===== src/rtl/vid_pkg.sv =====
// Shared types and constants for the consumer-paced video test-pattern source.
// Colours are 3-bit {R,G,B} masks that get widened to full channels in the top.
package vid_pkg;

  typedef enum logic [1:0] {
    MODE_BARS  = 2'd0,
    MODE_CHECK = 2'd1,
    MODE_GRAD  = 2'd2,
    MODE_BOX   = 2'd3
  } mode_e;

  localparam logic [2:0] COLOR_WHITE   = 3'b111;
  localparam logic [2:0] COLOR_YELLOW  = 3'b110;
  localparam logic [2:0] COLOR_CYAN    = 3'b011;
  localparam logic [2:0] COLOR_GREEN   = 3'b010;
  localparam logic [2:0] COLOR_MAGENTA = 3'b101;
  localparam logic [2:0] COLOR_RED     = 3'b100;
  localparam logic [2:0] COLOR_BLUE    = 3'b001;
  localparam logic [2:0] COLOR_BLACK   = 3'b000;

  localparam int DEFAULT_WIDTH  = 640;
  localparam int DEFAULT_HEIGHT = 480;

  function automatic logic [2:0] bar_color(input logic [2:0] idx);
    logic [2:0] c;
    case (idx)
      3'd0:    c = COLOR_WHITE;
      3'd1:    c = COLOR_YELLOW;
      3'd2:    c = COLOR_CYAN;
      3'd3:    c = COLOR_GREEN;
      3'd4:    c = COLOR_MAGENTA;
      3'd5:    c = COLOR_RED;
      3'd6:    c = COLOR_BLUE;
      default: c = COLOR_BLACK;
    endcase
    return c;
  endfunction

endpackage


===== src/rtl/vid_box_mover.sv =====
// Bouncing-box position tracker: steps one pixel per axis on each frame strobe.
// Exposes the post-step position so the pixel pipeline can use it in the same cycle.
module vid_box_mover #(
  parameter int HW       = 12,
  parameter int VW       = 11,
  parameter int BOX_SIZE = 32
) (
  input  logic          clk,
  input  logic          rst,
  input  logic          step,
  input  logic [HW-1:0] width,
  input  logic [VW-1:0] height,
  output logic [HW-1:0] next_x,
  output logic [VW-1:0] next_y
);

  logic [HW-1:0] bx;
  logic [VW-1:0] by;
  logic          dir_x, dir_y, next_dir_x, next_dir_y;

  always_ff @(posedge clk or negedge rst) begin
    if (!rst) begin
      bx    <= '0;
      by    <= '0;
      dir_x <= 1'b0;
      dir_y <= 1'b0;
    end else begin
      bx    <= next_x;
      by    <= next_y;
      dir_x <= next_dir_x;
      dir_y <= next_dir_y;
    end
  end

  // Direction bit 0 means increasing; a blocked move flips and steps back instead.
  always_comb begin
    next_x     = bx;
    next_y     = by;
    next_dir_x = dir_x;
    next_dir_y = dir_y;
    if (step) begin
      if (!dir_x) begin
        if (({1'b0, bx} + (HW+1)'(BOX_SIZE) + (HW+1)'(1)) > {1'b0, width}) begin
          next_dir_x = 1'b1;
          next_x     = bx - HW'(1);
        end else begin
          next_x = bx + HW'(1);
        end
      end else if (bx == '0) begin
        next_dir_x = 1'b0;
        next_x     = bx + HW'(1);
      end else begin
        next_x = bx - HW'(1);
      end

      if (!dir_y) begin
        if (({1'b0, by} + (VW+1)'(BOX_SIZE) + (VW+1)'(1)) > {1'b0, height}) begin
          next_dir_y = 1'b1;
          next_y     = by - VW'(1);
        end else begin
          next_y = by + VW'(1);
        end
      end else if (by == '0) begin
        next_dir_y = 1'b0;
        next_y     = by + VW'(1);
      end else begin
        next_y = by - VW'(1);
      end
    end
  end

endmodule


===== src/rtl/vid_pattern_gen.sv =====
// Consumer-paced test-pattern source: the encoder's read/newline/newframe strobes
// walk the position, and o_pixel is registered from the post-strobe position.
module vid_pattern_gen
  import vid_pkg::*;
#(
  parameter int BITS_PER_COLOR = 8,
  parameter int HW             = 12,
  parameter int VW             = 11,
  parameter int CHECK_LOG2     = 5,
  parameter int BOX_SIZE       = 32
) (
  input  logic                        clk,
  input  logic                        rst,
  input  logic [HW-1:0]               i_width,
  input  logic [VW-1:0]               i_height,
  input  logic [1:0]                  i_mode,
  input  logic                        i_rd,
  input  logic                        i_newline,
  input  logic                        i_newframe,
  output logic [3*BITS_PER_COLOR-1:0] o_pixel,
  output logic [1:0]                  o_mode,
  output logic                        o_overrun
);

  localparam int PW = 3*BITS_PER_COLOR;

  logic [HW-1:0] hpos, hpos_next, width_q, width_next;
  logic [HW-1:0] bar_cnt, bar_cnt_next;
  logic [VW-1:0] vpos, vpos_next, height_q, height_next;
  logic [2:0]    bar_idx, bar_idx_next;
  mode_e         mode_q, mode_next;
  logic          overrun, overrun_next;
  logic [PW-1:0] pixel_next;
  logic [HW-1:0] box_x;
  logic [VW-1:0] box_y;
  logic          in_box;

  function automatic logic [PW-1:0] expand(input logic [2:0] c);
    return {{BITS_PER_COLOR{c[2]}}, {BITS_PER_COLOR{c[1]}}, {BITS_PER_COLOR{c[0]}}};
  endfunction

  vid_box_mover #(
    .HW       (HW),
    .VW       (VW),
    .BOX_SIZE (BOX_SIZE)
  ) u_box (
    .clk    (clk),
    .rst    (rst),
    .step   (i_newframe),
    .width  (i_width),
    .height (i_height),
    .next_x (box_x),
    .next_y (box_y)
  );

  always_ff @(posedge clk or negedge rst) begin
    if (!rst) begin
      hpos     <= '0;
      vpos     <= '0;
      width_q  <= HW'(DEFAULT_WIDTH);
      height_q <= VW'(DEFAULT_HEIGHT);
      mode_q   <= MODE_BARS;
      overrun  <= 1'b0;
      bar_idx  <= '0;
      bar_cnt  <= HW'((DEFAULT_WIDTH >> 3) - 1);
      o_pixel  <= '1;
    end else begin
      hpos     <= hpos_next;
      vpos     <= vpos_next;
      width_q  <= width_next;
      height_q <= height_next;
      mode_q   <= mode_next;
      overrun  <= overrun_next;
      bar_idx  <= bar_idx_next;
      bar_cnt  <= bar_cnt_next;
      o_pixel  <= pixel_next;
    end
  end

  // Bar index advances on counter expiry instead of dividing hpos; it sticks at 7
  // so the final bar soaks up any width remainder.
  always_comb begin
    hpos_next    = hpos;
    vpos_next    = vpos;
    width_next   = width_q;
    height_next  = height_q;
    mode_next    = mode_q;
    overrun_next = overrun;
    bar_idx_next = bar_idx;
    bar_cnt_next = bar_cnt;
    if (i_newframe) begin
      hpos_next    = '0;
      vpos_next    = '0;
      width_next   = i_width;
      height_next  = i_height;
      mode_next    = mode_e'(i_mode);
      overrun_next = 1'b0;
      bar_idx_next = '0;
      bar_cnt_next = (i_width >> 3) - HW'(1);
    end else if (i_newline) begin
      hpos_next    = '0;
      bar_idx_next = '0;
      bar_cnt_next = (width_q >> 3) - HW'(1);
      if (vpos < height_q - VW'(1)) begin
        vpos_next = vpos + VW'(1);
      end else begin
        overrun_next = 1'b1;
      end
    end else if (i_rd) begin
      if (hpos < width_q - HW'(1)) begin
        hpos_next = hpos + HW'(1);
        if (bar_cnt == '0) begin
          bar_cnt_next = (width_q >> 3) - HW'(1);
          if (bar_idx != 3'd7) begin
            bar_idx_next = bar_idx + 3'd1;
          end
        end else begin
          bar_cnt_next = bar_cnt - HW'(1);
        end
      end else begin
        overrun_next = 1'b1;
      end
    end
  end

  always_comb begin
    in_box = (hpos_next >= box_x) &&
             ({1'b0, hpos_next} < ({1'b0, box_x} + (HW+1)'(BOX_SIZE))) &&
             (vpos_next >= box_y) &&
             ({1'b0, vpos_next} < ({1'b0, box_y} + (VW+1)'(BOX_SIZE)));
    pixel_next = '0;
    case (mode_next)
      MODE_BARS:  pixel_next = expand(bar_color(bar_idx_next));
      MODE_CHECK: pixel_next = (hpos_next[CHECK_LOG2] ^ vpos_next[CHECK_LOG2]) ?
                               expand(COLOR_BLACK) : expand(COLOR_WHITE);
      MODE_GRAD:  pixel_next = {BITS_PER_COLOR'(hpos_next),
                                BITS_PER_COLOR'(vpos_next),
                                BITS_PER_COLOR'(BITS_PER_COLOR'(hpos_next) +
                                                BITS_PER_COLOR'(vpos_next))};
      MODE_BOX:   pixel_next = in_box ? expand(COLOR_WHITE) : expand(COLOR_BLACK);
      default:    pixel_next = '0;
    endcase
  end

  assign o_mode    = mode_q;
  assign o_overrun = overrun;

endmodule


===== config.mk =====
export PLATFORM = sky130hd
export DESIGN_NAME = vid_pattern_gen
export DESIGN_NICKNAME = d
export VERILOG_FILES = /design/src/rtl/vid_pkg.sv /design/src/rtl/vid_box_mover.sv /design/src/rtl/vid_pattern_gen.sv
export SDC_FILE = /design/constraint.sdc
export NUM_CORES = 1
export LEC_CHECK = 0
export BUFFER_PORTS_ARGS = -buffer_cell sky130_fd_sc_hd__buf_2
export CAP_MARGIN = 40
export CORE_UTILIZATION = 34
export DETAILED_ROUTE_END_ITERATION = 8
export PLACE_DENSITY_LB_ADDON = 0.12
export SETUP_SLACK_MARGIN = 0.1
export SLEW_MARGIN = 20
export SYNTH_ARGS = -nofsm -noshare
export SYNTH_HDL_FRONTEND = slang
export SYNTH_SLANG_ARGS = --single-unit

===== constraint.sdc =====
create_clock -name clk -period 14.75 [get_ports clk]
set_input_delay 0 -clock clk [delete_from_list [all_inputs] [get_ports clk]]
set_output_delay 0 -clock clk [all_outputs]
set_load 0.1 [all_outputs]

==> flow_summary_export.csv <==
group,metric,value,unit
worst_setup_path,end_kind,"flop",
power,clock_power_share,28.0,%
synth,ys.flop_type,"dfrtp_1",
cells_and_area,fin_area,10700,um^2
cells_and_area,drive_gt1_share,15.3,%
floorplanning,die_w,167,um
power,power_frac_comb,41.6,%
clock_tree,cts_buffers,17,
synth,syn_inst,1060,
synth,yosys.area_share.simple,20.6,%
sta,finalHoldViolations,0,
sta,tns,0,ns
route,ant_nets,0,
place,gp_congestion,0.798,
route,firstDrtPassIters,5,
synth,synth.top_cell.area_share,21.1,%
grt,grt_pass1_wl,42200,um
synth,yosysTopAreaCell,"dfrtp_1",
worst_setup_path,slowest_delay,0.54,ns
place,portBuffers,56,
synth,synth.area.top_cells,"dfrtp_1 (21%), ha_1 (14%), dfstp_2 (9.9%)",
synth,async_reset_ff_share,100,%
sta,worst_pin_slew,0.824,ns
power,powerDensity,142,nW/um^2
worst_setup_path,cp_common_cell,"or3_1",
worst_setup_path,crit_arrival,6.87,ns
run_status,status,"completed",
clock_tree,cts.reportedPaths.clkPinSlew,0.06,ns
place,place_hpwl,20500,um
route,remaining_drc_errors,0,
clock_tree,cts_tree,"built",
sta,clock-skew-final,0.0113,ns
worst_setup_path,worst_path_max_delay_cell,"or2_1",
floorplanning,start_util,34.5,%
power,swShare,42.1,%
floorplanning,die_h,167,um
clock_tree,cts-htree-levels,4,
synth,synthAdderAreaFrac,14.1,%
worst_setup_path,cp_top_family,"simple AND/OR/NAND/NOR gates",
route,drt-initial-drc-count,365,
sta,relSlewSlack,44.2,%
synth,syn_area_per_cell,8.73,um^2
synth,synth-compound-area-share,14.7,%
worst_setup_path,worstPathCellList,"or3_1, or3_1, nor4_1, xnor2_1, ha_1, a21oi_1, o211ai_1, o31ai_1, and2_1, nand2_1, nor2_1, nand4_1, xor2_1, nor2_1, ha_1, o21ai_0, a2111oi_0, o21ai_0, or3_1, o32a_1, or2_1, a31oi_1",
sta,period_share,44.2,%
synth,yosysSeqAreaShare,31.0,%
cells_and_area,layout.nets,1257,
grt,grt_max_degree,55,
clock_tree,clkLatencyLatePin,0.42,ns
place,dpl_cell_area,9870,um^2
floorplanning,dieArea,27900,um^2
route,wl_per_cell,17.7,um
sta,max_clock_freq,153,MHz
grt,grt_pass1_vias,7775,
cells_and_area,area_growth_syn_to_layout,16.0,%
worst_setup_path,path_class,"flop to flop",
grt,globalRouteOverflowTotal,0,
synth,synth_edf_count,0,
synth,synth_xor_area_share,10.5,%
worst_setup_path,crit_fanout,22,
route,vias,7686,
synth,ys_ff_latch,113,
synth,syn-num-nets,1194,
worst_setup_path,crit_buf_inv,0,
power,p_int,0.882,mW
sta,period_minus_slack,6.53,ns
sta,rsz0062_at_grt,"false",
run,drv_cap,0,
hold_path,holdCritPathClass,"input pin to flop",
worst_setup_path,cp-start-kind,"flop",
sta,drv_slew,0,
synth,synth_cell_types,80,
worst_setup_path,cp.required,15.09,ns
power,p_leak,4.78,nW
synth,yosysMostFrequentCell,"ha_1",
sta,setup_violations,0,
cells_and_area,num_antenna_cells,0,
floorplanning,rows,60,
synth,synth_warnings,0,
synth,muxShareOfSynthArea,3.76,%
power,peakVddDrop,0.0808,mV
power,p_total,1.52,mW
route,viasPerCell,5.20,
clock_tree,cts.sinks,113,
floorplanning,ios,57,
clock_tree,root_buffer,"clkbuf_16",
grt,antenna_found_initial,0,
grt,track_usage,19.3,%
synth,ys_top_cells_by_count,"ha_1 (103), nor2_1 (93), dfrtp_1 (78)",
floorplanning,coreArea,26800,um^2
synth,synth_top_family_by_area,"simple AND/OR/NAND/NOR gates",
power,seq_power_share,30.4,%
route,wl,26100,um
power,netSwitchingPower,0.643,mW
synth,netlist_area,9250,um^2
clock_tree,cts_buffer_depth,2,
[state kept, by name, indices dropped and copies added (netlist names)]
register and count:
bar_cnt 12, bar_idx 3, height_q 11, hpos 12
o_mode 2, o_overrun 1, o_pixel 24, u_box.bx 12
u_box.by 11, u_box.dir_x 1, u_box.dir_y 1, vpos 11
width_q 12
[final timing paths]
path                                 start          end  slack, ns  cells past startpoint
worst min register to register  bar_cnt[3]   bar_cnt[3]       0.50                      2
min in group asynchronous              rst    o_overrun       0.17                      2
worst max register to register  width_q[5]  o_pixel[14]       8.22                     22
worst max-delay path            width_q[5]  o_pixel[14]       8.22                     22
worst min-delay path            i_newframe  u_box.bx[6]       0.15                      3
max in group asynchronous              rst  o_pixel[23]      13.47                      4
[repair_timing]
action / in CTS / in global routing
gates resized for setup: 0 / 0
hold buffers: 24 / 0
buffers inserted: 0 / 0
hold endpoints to repair: 59 / 0
[power by group through the flow]
stage / combinational, mW / sequential, mW / clock (mW)
6_report: 0.635 / 0.463 / 0.427
5_1_grt: 0.718 / 0.473 / 0.451
4_1_cts: 0.641 / 0.462 / 0.436
3_5_place_dp: 0.633 / 0.467 / 0
3_3_place_gp: 0.629 / 0.468 / 0
2_1_floorplan: 0.460 / 0.482 / 0
[metrics by stage]
stage	worst slack (ns)	utilization, %	hold slack, ns	instances
final	8.22	40.0	0.145	1477
after global routing	7.60	40.0	0.148	1477
after CTS	8.17	40.0	0.122	1477
after detailed placement	8.27	36.8	0.0794	1421
after global placement	8.32	36.5	0.0802	1415
after floorplan	9.27	-	-0.296	1060
[area by class of cell]
class,instances,area (um^2)
Fill cell,2700,16100
Tap cell,341,427
Sequential cell,113,2870
Timing Repair Buffer,89,631
Inverter,75,282
Multi-Input combinational cell,827,5900
Clock inverter,9,92.6
Clock buffer,23,532
[layout by cell type (no fill, tap or decap), drive strengths merged, types with 7 or more instances in the layout]
cell and count:
nand3 52, buf 65, xnor2 66, nor4 15, mux2i 10, a211oi 9, clkbuf 23, dfrtp 78
nand4 24, and4 9, mux2 22, a21oi 66, nor2 93, nand2 76, a31oi 11, dlygate4sd3 24
o211ai 13, o21ai 56, or3 17, ha 103, nor2b 13, a21o 7, or4 8, and3 9
xor2 45, inv 76, dfstp 35, nor3 22
[layer usage]
layer  part of all wire, %  global-route usage, %
met1                    45                   24.1
met2                    50                   34.5
met3                   2.8                   2.88
met4                   1.5                   5.19
met5                     0                      0
[cells by family (layout without fill, tap and decap cells)]
family,after synthesis,after routing
AO/OA/AOI/OAI,210,210
buffers and inverters,120,196
AND/OR/NAND/NOR,370,370
XOR/XNOR,111,111
adder cells (fa/ha/maj),104,104
multiplexers,32,32
flip-flops,113,113
[worst min-delay path, delay by kind of cell]
kind | cells | cell delay (ns)
buffers and inverters | 1 | 0.20
and+or+nand+nor | 1 | 0.10
AOI/OAI and AO/OA | 1 | 0.20
No activity file was read; power rests on OpenSTA's default activity.
